[config.mk]
export PLATFORM = sky130hd
export DESIGN_NAME = wall_follower_ctrl
export DESIGN_NICKNAME = d
export VERILOG_FILES = /design/src/rtl/wall_follower_pkg.sv /design/src/rtl/wall_dir_picker.sv /design/src/rtl/wall_follower_ctrl.sv
export SDC_FILE = /design/constraint.sdc
export NUM_CORES = 1
export LEC_CHECK = 0
export BUFFER_PORTS_ARGS = -buffer_cell sky130_fd_sc_hd__clkbuf_2
export CAP_MARGIN = 0
export CORE_MARGIN = 2
export CORE_UTILIZATION = 54
export DETAILED_ROUTE_END_ITERATION = 10
export PLACE_DENSITY_LB_ADDON = 0.25
export RECOVER_POWER = 25
export SYNTH_ARGS = -nofsm -noshare
export SYNTH_HDL_FRONTEND = slang
export SYNTH_SLANG_ARGS = --single-unit
[constraint.sdc]
create_clock -name clk -period 2.7 [get_ports clk]
set_clock_uncertainty 0.15 [all_clocks]
set_input_delay 0.405 -clock clk [delete_from_list [all_inputs] [get_ports clk]]
set_output_delay 0.405 -clock clk [all_outputs]
set_load 0.05 [all_outputs]
[src/rtl/wall_follower_pkg.sv]
// Shared types and constants for the wall-following maze controller.
// Directions are absolute (0=N,1=E,2=S,3=W); offsets are relative to heading.
// Priority orders pack four 2-bit offsets, entry 0 (LSBs) tried first.
package wall_follower_pkg;

   typedef enum logic [1:0] {
      DIR_N = 2'd0,
      DIR_E = 2'd1,
      DIR_S = 2'd2,
      DIR_W = 2'd3
   } dir_t;

   typedef enum logic [2:0] {
      ST_IDLE      = 3'd0,
      ST_SETTLE    = 3'd1,
      ST_DECIDE    = 3'd2,
      ST_ISSUE     = 3'd3,
      ST_WAIT_DONE = 3'd4,
      ST_FINISH    = 3'd5
   } state_t;

   localparam logic [1:0] REL_FRONT = 2'd0;
   localparam logic [1:0] REL_RIGHT = 2'd1;
   localparam logic [1:0] REL_BACK  = 2'd2;
   localparam logic [1:0] REL_LEFT  = 2'd3;

   // Right-hand: right, front, left, back. Left-hand: left, front, right, back.
   localparam logic [7:0] RH_ORDER = {REL_BACK, REL_LEFT, REL_FRONT, REL_RIGHT};
   localparam logic [7:0] LH_ORDER = {REL_BACK, REL_RIGHT, REL_FRONT, REL_LEFT};

endpackage

[src/rtl/wall_dir_picker.sv]
// Combinational move chooser: first open relative offset in hand-rule order.
// Latency: zero cycles (pure combinational).
// Backpressure: none; found=0 when all four directions are blocked.
module wall_dir_picker
   import wall_follower_pkg::*;
(
   input  logic [1:0] heading,
   input  logic [3:0] sensor,
   input  logic       hand,
   output logic       found,
   output dir_t       abs_dir,
   output logic       is_back
);

   logic [7:0] order;
   logic [1:0] rel;
   dir_t       cand;

   // Walk the order from lowest priority to highest so the best open choice wins.
   always_comb begin
      found   = 1'b0;
      abs_dir = dir_t'(heading);
      is_back = 1'b0;
      rel     = REL_FRONT;
      cand    = dir_t'(heading);
      order   = hand ? LH_ORDER : RH_ORDER;
      for (int i = 3; i >= 0; i--) begin
         rel  = order[2*i +: 2];
         cand = dir_t'(heading + rel);
         if (!sensor[cand]) begin
            found   = 1'b1;
            abs_dir = cand;
            is_back = (rel == REL_BACK);
         end
      end
   end

endmodule

[src/rtl/wall_follower_ctrl.sv]
// Wall-following navigation FSM; optional u-turn counter under WALL_FOLLOWER_UTURN_CNT_EN.
// Latency: start at T raises move_valid at T+2+SETTLE_CYCLES; settle repeats after each move_done.
// Backpressure: move_valid/move_dir held until move_ready; abort drops the request at once.
module wall_follower_ctrl
   import wall_follower_pkg::*;
#(
   parameter int STEP_W        = 16,
   parameter int SETTLE_CYCLES = 4,
   parameter int MAX_STEPS     = 0,
   parameter int INIT_HEADING  = 0
) (
   input  logic              clk,
   input  logic              rst,
   input  logic              start,
   input  logic              abort,
   input  logic              hand_sel,
   input  logic [3:0]        sensor,
   input  logic              goal,
   output logic              move_valid,
   output logic [1:0]        move_dir,
   input  logic              move_ready,
   input  logic              move_done,
   output logic [1:0]        heading,
   output logic [STEP_W-1:0] step_count,
   output logic              busy,
   output logic              done,
   output logic              stuck,
   output logic              timeout,
   output logic [7:0]        uturn_count
);

   localparam logic [7:0]        SETTLE_LOAD = 8'(SETTLE_CYCLES - 1);
   localparam logic [STEP_W-1:0] STEP_LIMIT  = STEP_W'(MAX_STEPS);
   localparam logic              LIMIT_EN    = (MAX_STEPS != 0);
   localparam dir_t              HEAD_INIT   = dir_t'(2'(INIT_HEADING));

   state_t            state_q, state_d;
   dir_t              heading_q, heading_d;
   dir_t              move_dir_q, move_dir_d;
   logic              move_valid_q, move_valid_d;
   logic [STEP_W-1:0] step_q, step_d;
   logic              stuck_q, stuck_d;
   logic              timeout_q, timeout_d;
   logic              hand_q, hand_d;
   logic [7:0]        settle_q, settle_d;

   logic pick_found;
   dir_t pick_dir;
   logic pick_back;
   logic hs;

`ifdef WALL_FOLLOWER_UTURN_CNT_EN
   logic       back_q, back_d;
   logic [7:0] uturn_q, uturn_d;
`else
   // The back flag only matters when u-turns are being counted.
   logic unused_pick_back;
   assign unused_pick_back = pick_back;
`endif

   wall_dir_picker u_picker (
      .heading (heading_q),
      .sensor  (sensor),
      .hand    (hand_q),
      .found   (pick_found),
      .abs_dir (pick_dir),
      .is_back (pick_back)
   );

   assign hs = move_valid_q && move_ready;

   // Next-state and datapath updates; abort overrides everything else.
   always_comb begin
      state_d      = state_q;
      heading_d    = heading_q;
      move_dir_d   = move_dir_q;
      move_valid_d = move_valid_q;
      step_d       = step_q;
      stuck_d      = stuck_q;
      timeout_d    = timeout_q;
      hand_d       = hand_q;
      settle_d     = settle_q;
`ifdef WALL_FOLLOWER_UTURN_CNT_EN
      back_d       = back_q;
      uturn_d      = uturn_q;
`endif
      if (abort) begin
         state_d      = ST_IDLE;
         move_valid_d = 1'b0;
         stuck_d      = 1'b0;
         timeout_d    = 1'b0;
      end else begin
         case (state_q)
            ST_IDLE, ST_FINISH: begin
               if (start) begin
                  state_d   = ST_SETTLE;
                  heading_d = HEAD_INIT;
                  step_d    = '0;
                  stuck_d   = 1'b0;
                  timeout_d = 1'b0;
                  hand_d    = hand_sel;
                  settle_d  = SETTLE_LOAD;
`ifdef WALL_FOLLOWER_UTURN_CNT_EN
                  uturn_d   = '0;
`endif
               end
            end
            ST_SETTLE: begin
               if (settle_q == '0) state_d = ST_DECIDE;
               else                settle_d = settle_q - 8'd1;
            end
            ST_DECIDE: begin
               if (goal) begin
                  state_d = ST_FINISH;
               end else if (LIMIT_EN && (step_q == STEP_LIMIT)) begin
                  state_d   = ST_FINISH;
                  timeout_d = 1'b1;
               end else if (!pick_found) begin
                  state_d = ST_FINISH;
                  stuck_d = 1'b1;
               end else begin
                  state_d      = ST_ISSUE;
                  move_dir_d   = pick_dir;
                  heading_d    = pick_dir;
                  move_valid_d = 1'b1;
`ifdef WALL_FOLLOWER_UTURN_CNT_EN
                  back_d       = pick_back;
`endif
               end
            end
            ST_ISSUE: begin
               if (hs) begin
                  state_d      = ST_WAIT_DONE;
                  move_valid_d = 1'b0;
                  if (step_q != '1) step_d = step_q + 1'b1;
`ifdef WALL_FOLLOWER_UTURN_CNT_EN
                  if (back_q && (uturn_q != 8'hFF)) uturn_d = uturn_q + 8'd1;
`endif
               end
            end
            ST_WAIT_DONE: begin
               if (move_done) begin
                  state_d  = ST_SETTLE;
                  settle_d = SETTLE_LOAD;
               end
            end
            default: state_d = ST_IDLE;
         endcase
      end
   end

   // State and datapath registers with synchronous reset.
   always_ff @(posedge clk) begin
      if (rst) begin
         state_q      <= ST_IDLE;
         heading_q    <= HEAD_INIT;
         move_dir_q   <= DIR_N;
         move_valid_q <= 1'b0;
         step_q       <= '0;
         stuck_q      <= 1'b0;
         timeout_q    <= 1'b0;
         hand_q       <= 1'b0;
         settle_q     <= '0;
`ifdef WALL_FOLLOWER_UTURN_CNT_EN
         back_q       <= 1'b0;
         uturn_q      <= '0;
`endif
      end else begin
         state_q      <= state_d;
         heading_q    <= heading_d;
         move_dir_q   <= move_dir_d;
         move_valid_q <= move_valid_d;
         step_q       <= step_d;
         stuck_q      <= stuck_d;
         timeout_q    <= timeout_d;
         hand_q       <= hand_d;
         settle_q     <= settle_d;
`ifdef WALL_FOLLOWER_UTURN_CNT_EN
         back_q       <= back_d;
         uturn_q      <= uturn_d;
`endif
      end
   end

   assign move_valid = move_valid_q;
   assign move_dir   = move_dir_q;
   assign heading    = heading_q;
   assign step_count = step_q;
   assign stuck      = stuck_q;
   assign timeout    = timeout_q;
   assign done       = (state_q == ST_FINISH);
   assign busy       = (state_q == ST_SETTLE) || (state_q == ST_DECIDE) ||
                       (state_q == ST_ISSUE)  || (state_q == ST_WAIT_DONE);
`ifdef WALL_FOLLOWER_UTURN_CNT_EN
   assign uturn_count = uturn_q;
`else
   assign uturn_count = '0;
`endif

endmodule

==> run summary, run 1 <==
======================================================================================================
Multi-input gate area in the final layout ...............................................     1250 µm²
IO Count ................................................................................           45
Post-synthesis adder-cell area fraction .................................................        1.82%
Initial detailed-routing violation count ................................................           88
Kind of launch point of the worst setup path ............................................     register
Syn Inst Count ..........................................................................          255
Fraction of registers with async set/reset ..............................................           0%
Leading post-synthesis cells by cell area ............................................... dfxtp_1 (33%), nor2_1 (5.8%), nand2_1 (3.8%)
Data arrival at the endpoint of the critical path .......................................      2.42 ns
ANT cells ...............................................................................            0
Slew at the pin with the worst max-slew slack ...........................................     0.593 ns
Core area ...............................................................................     3660 µm²
Unrepaired setup endpoints after global routing .........................................        false
Most common cell in the netlist .........................................................      dfxtp_1
Seq. cell area ..........................................................................      681 µm²
Effective utilization at floorplan ......................................................        56.3%
Worst R2R Path Depth ....................................................................            5
Total via count after detailed routing ..................................................         1884
Pre-CTS setup slack .....................................................................     0.354 ns
Worst hold path stage count .............................................................            3
Maximum number of pins on one net before global-route repair ............................           14
CP top delay family ..................................................................... simple AND/OR/NAND/NOR gates
Quantity of I/O buffers inserted on ports ...............................................           35
Endpoint class of the critical path .....................................................     register
Xor and xnor fraction of the mapped netlist area ........................................        5.46%
Leakage power figure ....................................................................     0.971 nW
Total negative slack for setup checks ...................................................         0 ns
Met1 WL .................................................................................      1.95 mm
Worst r2r dst ........................................................................... step_count[14]
Synth-to-Final Area Change ..............................................................        12.6%
Net count reported at finish ............................................................          305
Post-synth top area share ...............................................................        33.0%
Overflow left after global routing ......................................................            0
Buffers inserted during post-CTS setup optimization .....................................            0
Total number of H-tree levels ...........................................................            2
Ratio of total power to cell area .......................................................   482 nW/µm²
Via/cell ratio ..........................................................................         5.56
Leading cell types by count after synthesis ............................................. dfxtp_1 (34), nor2_1 (32), nand2_1 (21)
Critical-path cell list ................................................................. nor2b_4, a32oi_2, or4b_1, or4_1, a21oi_1
Setup violations, final .................................................................            0
Cell accounting for the most synthesized area ...........................................      dfxtp_1
Maximum fanout along the worst path .....................................................           11
DR WL/cell ..............................................................................      12.4 µm
Wire length of the first global-routing pass ............................................      7.15 mm
Seq cells post-synth ....................................................................           34
Library cell used as clock root buffer ..................................................     clkbuf_8
Mux share of post-synthesis cell area ...................................................        2.98%
Remaining max-slew budget at the tightest pin ...........................................        60.6%
Layout cell share with drive strength beyond 1 ..........................................        15.5%
Die height ..............................................................................      65.8 µm
Share of the synthesized area in compound gates (AO/OA/AOI/OAI) .........................        19.8%
EDFF count, synth .......................................................................            0
Number of clock buffers inserted by TritonCTS ...........................................            5
Buffers & Inverters on Critical Path ....................................................            0
Total DRC errors in the routed layout ...................................................            0
GRT Total Usage .........................................................................        21.1%
Number of distinct library cells after synthesis ........................................           56
CTS tree ................................................................................        built
Number of global-route vias before repair ...............................................         1580
First-pass DRT Iterations ...............................................................            4
Post-detailed-route count of antenna-violating nets .....................................            0
Minimum period implied by the final worst setup slack ...................................      2.35 ns
Largest voltage drop on the vdd net .....................................................   0.000326 V
Crit path required time .................................................................      2.76 ns
Detailed-routed wire length on met3 .....................................................       171 µm
Setup slack of the worst register-to-register path ......................................      0.35 ns
Warnings, synthesis .....................................................................            0
Worst Path Class, Setup ................................................................. register to register
Startpoint of the worst register-to-register path .......................................   state_q[1]
Hold Buf Count CTS ......................................................................            0
Crit share post-route ...................................................................        87.2%
Overall die area ........................................................................     4330 µm²
Die width ...............................................................................      65.8 µm
Sequential cell area fraction in the yosys report .......................................        33.0%
Max-slew violation count ................................................................            0
Crit path max-delay cell type ...........................................................       or4b_1
Main combinational cell family by area after synthesis .................................. simple AND/OR/NAND/NOR gates
Total length of routed met2 wires .......................................................      2.05 mm
Worst-Skew Late Latency .................................................................      0.28 ns
Slowest Stage Delay on Critical Path ....................................................      0.61 ns
Placer's final routability congestion estimate ..........................................        0.845
Deepest clock path buffer count .........................................................            2
Synth Area per Inst .....................................................................     8.08 µm²
Min-delay worst type .................................................................... primary input to register
Run status ..............................................................................    completed
Top routing layer used ..................................................................         met4
Initial antenna violation count .........................................................            0
Simple-gate portion of the synthesized area .............................................        29.6%
Placed wire-length estimate .............................................................      3.21 mm
Minimum setup slack in the final design .................................................     0.345 ns
Number of resized instances in the post-cts repair step .................................            0
Number of standard-cell rows in the floorplan ...........................................           22
Hold violation total from the final report ..............................................            0
Mapped Area .............................................................................     2060 µm²
Hold Path End ...........................................................................       hand_q
FILL cells ..............................................................................          332
Commonest register cell after synthesis .................................................      dfxtp_1
Top achievable clock speed ..............................................................    0.425 GHz
TritonCTS sink count ....................................................................           34
Hold Crit Start .........................................................................     hand_sel
Detailed-route wire length ..............................................................      4.22 mm
Clock transition at the register clock pins on the worst setup and hold paths after CTS .      0.07 ns
Max-cap violations ......................................................................            0
======================================================================================================
-- how the worst max path moves through the flow --
stage | startpoint | endpoint | slack, ns | depth (start not counted)
3_5_place_dp | state_q[1] | step_count[14] | 0.35 | 5
6_report | state_q[1] | step_count[14] | 0.35 | 5
3_3_place_gp | state_q[1] | step_count[14] | 0.42 | 5
5_1_grt | state_q[1] | step_count[14] | 0.17 | 5
2_1_floorplan | step_count[2] | step_count[14] | 0.22 | 6
4_1_cts | state_q[1] | step_count[14] | 0.34 | 5
-- registers in the layout, summed over array words and instances (netlist names) --
name / count
step_count: 16
settle_q: 8
state_q: 3
heading: 2
move_dir: 2
hand_q: 1
move_valid: 1
stuck: 1
-- power breakdown --
part,switching [mW],internal [mW]
logic,0.132,0.0734
clock network,0.173,0.206
registers,0.0166,0.517
total,0.322,0.796
-- cell usage in the layout, fill, tap and decap left out, drive strengths merged, types with 2 or more instances in the layout --
cell    count
a41o        3
or3         3
xnor2       5
conb        9
inv         7
ha          3
nor2b       3
a31oi       6
buf         6
nor4        2
nor2       32
and3        4
a21oi      15
nor3        3
o31ai       2
and2b       4
o22ai       3
a32oi       2
xor2        7
a21o        5
and4        3
and2        4
dfxtp      34
nand2      21
and4b       2
nand3       8
o21ai       6
nand2b      8
nand4      10
mux2i       5
a211oi      4
a211o       2
clkbuf     42
-- area by class of cell --
class,count,share of cell area [%]
clock buffer,7,3.72
multi-input combinational,201,54.1
sequential,34,29.3
clock inverter,1,0.216
inverter,7,1.13
tap,48,2.59
timing repair buffer,41,8.90
-- layer usage --
metal  vias up  track usage (%)
li1        977                -
met1       862             28.3
met2        41             33.7
met3         4             4.26
met4         0             7.03
met5         -                0
-- logic make-up (layout without fill, tap and decap cells) --
group                      Yosys count  after routing
buffers and inverters               28             56
xor gates and xnor gates            12             12
DFF                                 34             34
AOI/OAI and AO/OA                   58             58
adders and majority gates            3              3
and+or+nand+nor                    113            113
other                                1              9
muxes                                6              6
-- worst min-delay path: stages --
cell	delay, ns
clkbuf_2	0.08
a31oi_1	0.07
nor2_1	0.07
-- stage by stage --
step / instance area (µm²) / utilization (%) / instances / hold WS, ns / total power, mW
4_1_cts: 2340 / 63.9 / 339 / 0.223 / 1.14
3_3_place_gp: 2250 / 61.4 / 331 / 0.321 / 0.749
5_1_grt: 2320 / 63.4 / 339 / 0.248 / 1.18
2_1_floorplan: 2090 / - / 263 / 0.330 / 0.711
6_report: 2320 / 63.4 / 339 / 0.235 / 1.12
3_5_place_dp: 2250 / 61.4 / 331 / 0.328 / 0.751
No activity file was read; power rests on OpenSTA's default activity.
==> run 2, diff against run 1 <==
ABC_AREA = 1   (was unset)
CORE_UTILIZATION = 56   (was 54)
==> run 2 against run 1 <==
Effect of this change:
- register-to-register slack better by 0.18 ns
- highest routed layer unchanged
- utilization is 0.80 points higher
- first-iteration DRC count is 19% higher
- total power is 2.6% lower
- sequential share of layout area is 3.0 points lower
- critical path depth is 1 higher
- synthesized cell count is 48% higher
- count of clock-buffer cells in the layout is 1 lower
- critical endpoint is now state_q[0]
==> run summary, run 2 <==
======================================================================================================
Run status ..............................................................................    completed
Number of standard-cell rows in the floorplan ...........................................           23   +4.5%
Warnings, synthesis .....................................................................            0   unchanged
Largest voltage drop on the vdd net .....................................................   0.000273 V   -16%
Placer's final routability congestion estimate ..........................................        0.878   +4.0%
Leading cell types by count after synthesis ............................................. nand2_1 (103), nor2_1 (50), inv_1 (44)
Synth-to-Final Area Change ..............................................................        9.84%
Commonest cells after routing, fill and taps aside ...................................... nand2_1 (103), nor2_1 (50), inv_1 (44)
Number of global-route vias before repair ...............................................         2015   +28%
Multi-input gate area in the final layout ...............................................     1410 µm²   +13%
Net count reported at finish ............................................................          426   +40%
Leading post-synthesis cells by cell area ............................................... dfxtp_1 (29%), nand2_1 (16%), nor2_1 (8.0%)
CTS tree ................................................................................        built
Top achievable clock speed ..............................................................    0.461 GHz   +8.5%
Core area ...............................................................................     4030 µm²   +10%
Syn Inst Count ..........................................................................          378   +48%
Layout cell share with drive strength beyond 1 ..........................................        11.7%   -3.8 points
Total number of H-tree levels ...........................................................            2   unchanged
Synth Area per Inst .....................................................................     6.23 µm²   -23%
Total DRC errors in the routed layout ...................................................            0   unchanged
Seq. cell area ..........................................................................      681 µm²   unchanged
Most common library cell in the layout ignoring fill and taps ...........................      nand2_1
Seq cells post-synth ....................................................................           34   unchanged
Wire length of the first global-routing pass ............................................      8.45 mm   +18%
Remaining max-slew budget at the tightest pin ...........................................        54.2%   -6.4 points
Initial detailed-routing violation count ................................................          105   +19%
Crit path required time .................................................................      2.78 ns   +0.02 ns
Worst Hold Slack ........................................................................     0.235 ns   +0.000487 ns
GRT Total Usage .........................................................................        23.4%   +2.3 points
Setup slack of the worst register-to-register path ......................................      0.53 ns   +0.18 ns
Data arrival at the endpoint of the critical path .......................................      2.25 ns   -0.17 ns
Maximum number of pins on one net before global-route repair ............................           30   +16
Kind of launch point of the worst setup path ............................................     register
Clock transition at the register clock pins on the worst setup and hold paths after CTS .      0.08 ns   about the same
IO Count ................................................................................           45   unchanged
Number of resized instances in the post-cts repair step .................................            0   unchanged
Flip-flop count of the largest register after layout ....................................           16   unchanged
Worst-Skew Late Latency .................................................................      0.29 ns   about the same
Fraction of registers with async set/reset ..............................................           0%   unchanged
Number of distinct library cells after synthesis ........................................           30   -46%
Deepest clock path buffer count .........................................................            2   unchanged
Buffers inserted during post-CTS setup optimization .....................................            0   unchanged
Setup violations, final .................................................................            0   unchanged
Post-synth top area share ...............................................................        28.9%   -4.1 points
Overall die area ........................................................................     4740 µm²   +9.5%
Effective utilization at floorplan ......................................................        58.4%   +2.1 points
Cell accounting for the most synthesized area ...........................................      dfxtp_1
Mapped Area .............................................................................     2350 µm²   +14%
FILL cells ..............................................................................          370   +11%
ANT cells ...............................................................................            0   unchanged
Commonest register cell after synthesis .................................................      dfxtp_1
Initial antenna violation count .........................................................            0   unchanged
Unrepaired setup endpoints after global routing .........................................        false
EDFF count, synth .......................................................................            0   unchanged
Minimum period implied by the final worst setup slack ...................................      2.17 ns   -0.185 ns
Die height ..............................................................................      68.8 µm   +4.6%
Worst Path Class, Setup ................................................................. register to register
Ratio of total power to cell area .......................................................   421 nW/µm²   -13%
Total negative slack for setup checks ...................................................         0 ns   unchanged
Crit share post-route ...................................................................        80.4%   -6.8 points
Number of clock buffers inserted by TritonCTS ...........................................            5   unchanged
Min-delay worst type .................................................................... primary input to register
TritonCTS sink count ....................................................................           34   unchanged
Leakage power figure ....................................................................      1.08 nW   +11%
Via/cell ratio ..........................................................................         5.16   -7.2%
Post-detailed-route count of antenna-violating nets .....................................            0   unchanged
Total via count after detailed routing ..................................................         2382   +26%
Max-cap violations ......................................................................            0   unchanged
Most common cell in the netlist .........................................................      nand2_1
Maximum fanout along the worst path .....................................................           15   +4
Final standard cell area without fillers ................................................     2580 µm²   +11%
DR WL/cell ..............................................................................      11.1 µm   -11%
Endpoint class of the critical path .....................................................     register
Slew at the pin with the worst max-slew slack ...........................................     0.687 ns   +0.0941 ns
Overflow left after global routing ......................................................            0   unchanged
Detailed-route wire length ..............................................................      5.12 mm   +21%
Hold violation total from the final report ..............................................            0   unchanged
First-pass DRT Iterations ...............................................................            4   unchanged
Max-slew violation count ................................................................            0   unchanged
Die width ...............................................................................      68.8 µm   +4.6%
Sequential cell area fraction in the yosys report .......................................        28.9%   -4.1 points
Library cell used as clock root buffer ..................................................     clkbuf_8
Hold Buf Count CTS ......................................................................            0   unchanged
Placed wire-length estimate .............................................................      3.81 mm   +19%
Post-detailed-placement cell area .......................................................     2510 µm²   +11%
Quantity of I/O buffers inserted on ports ...............................................           35   unchanged
======================================================================================================
run 2: cell types whose count changed in the layout (fill, tap and decap cells not counted), moves of 6 or more:
cell	delta
nand2b_1	-8
nand2_1	+82
nor2_1	+18
a21oi_2	+7
nand3_1	+23
inv_1	+37
a21oi_1	+14
buf_4	-6
nor3_1	+6
run 2: cell families (layout without fill, tap and decap cells):
family | count (synthesis) | count (layout) | synth area share (%)
adder cells (fa/ha/maj) | 3 | 3 | 1.60
AO/OA/AOI/OAI | 50 | 50 | 12.1
other | 1 | 9 | 0.159
AND/OR/NAND/NOR | 212 | 212 | 39.3
buffers and inverters | 63 | 89 | 12.3
XOR/XNOR | 15 | 15 | 5.58
flip-flops | 34 | 34 | 28.9
run 2: final cells by class:
type | instances | share of cell area, %
inverters | 46 | 6.78
multi-input cells | 289 | 54.7
clock inverters | 2 | 0.484
flip-flops and latches | 34 | 26.3
repair buffers | 35 | 6.10
well taps | 50 | 2.42
clock buffers | 6 | 3.19
run 2: worst paths after layout:
check / startpoint / cells after the start / end
worst min-delay path: hand_sel / 3 / hand_q
worst max-delay path: state_q[2] / 6 / state_q[0]
worst max register to register: state_q[2] / 6 / state_q[0]
worst min register to register: settle_q[0] / 1 / settle_q[0]
run 2: where the power goes:
part	switching [mW]	leakage (nW)	internal [mW]
logic	0.128	0.755	0.0495
registers	0.00787	0.275	0.509
clock network	0.190	0.0472	0.205
run 2: metrics by stage:
stage | std cells | setup WS, ns | power, mW | utilization (%)
after floorplan | 386 | 0.441 | 0.684 | -
after global placement | 454 | 0.603 | 0.702 | 62.2
after detailed placement | 454 | 0.570 | 0.703 | 62.2
after CTS | 462 | 0.519 | 1.10 | 64.6
after global routing | 462 | 0.312 | 1.15 | 64.2
final | 462 | 0.530 | 1.09 | 64.2
run 2: worst max-delay path, stage by stage (launching register included):
cell     delay, ns
dfxtp_1       0.60
nor2_8        0.11
inv_1         0.34
a21oi_1       0.11
nor3_1        0.43
o21ai_0       0.19
a21oi_1       0.17
run 2: routing by layer:
metal | GRT usage, % | share of wire (%)
met1 | 29.4 | 46
met2 | 39.2 | 47
met3 | 5.52 | 5.0
met4 | 7.84 | 1.7
met5 | 0 | 0
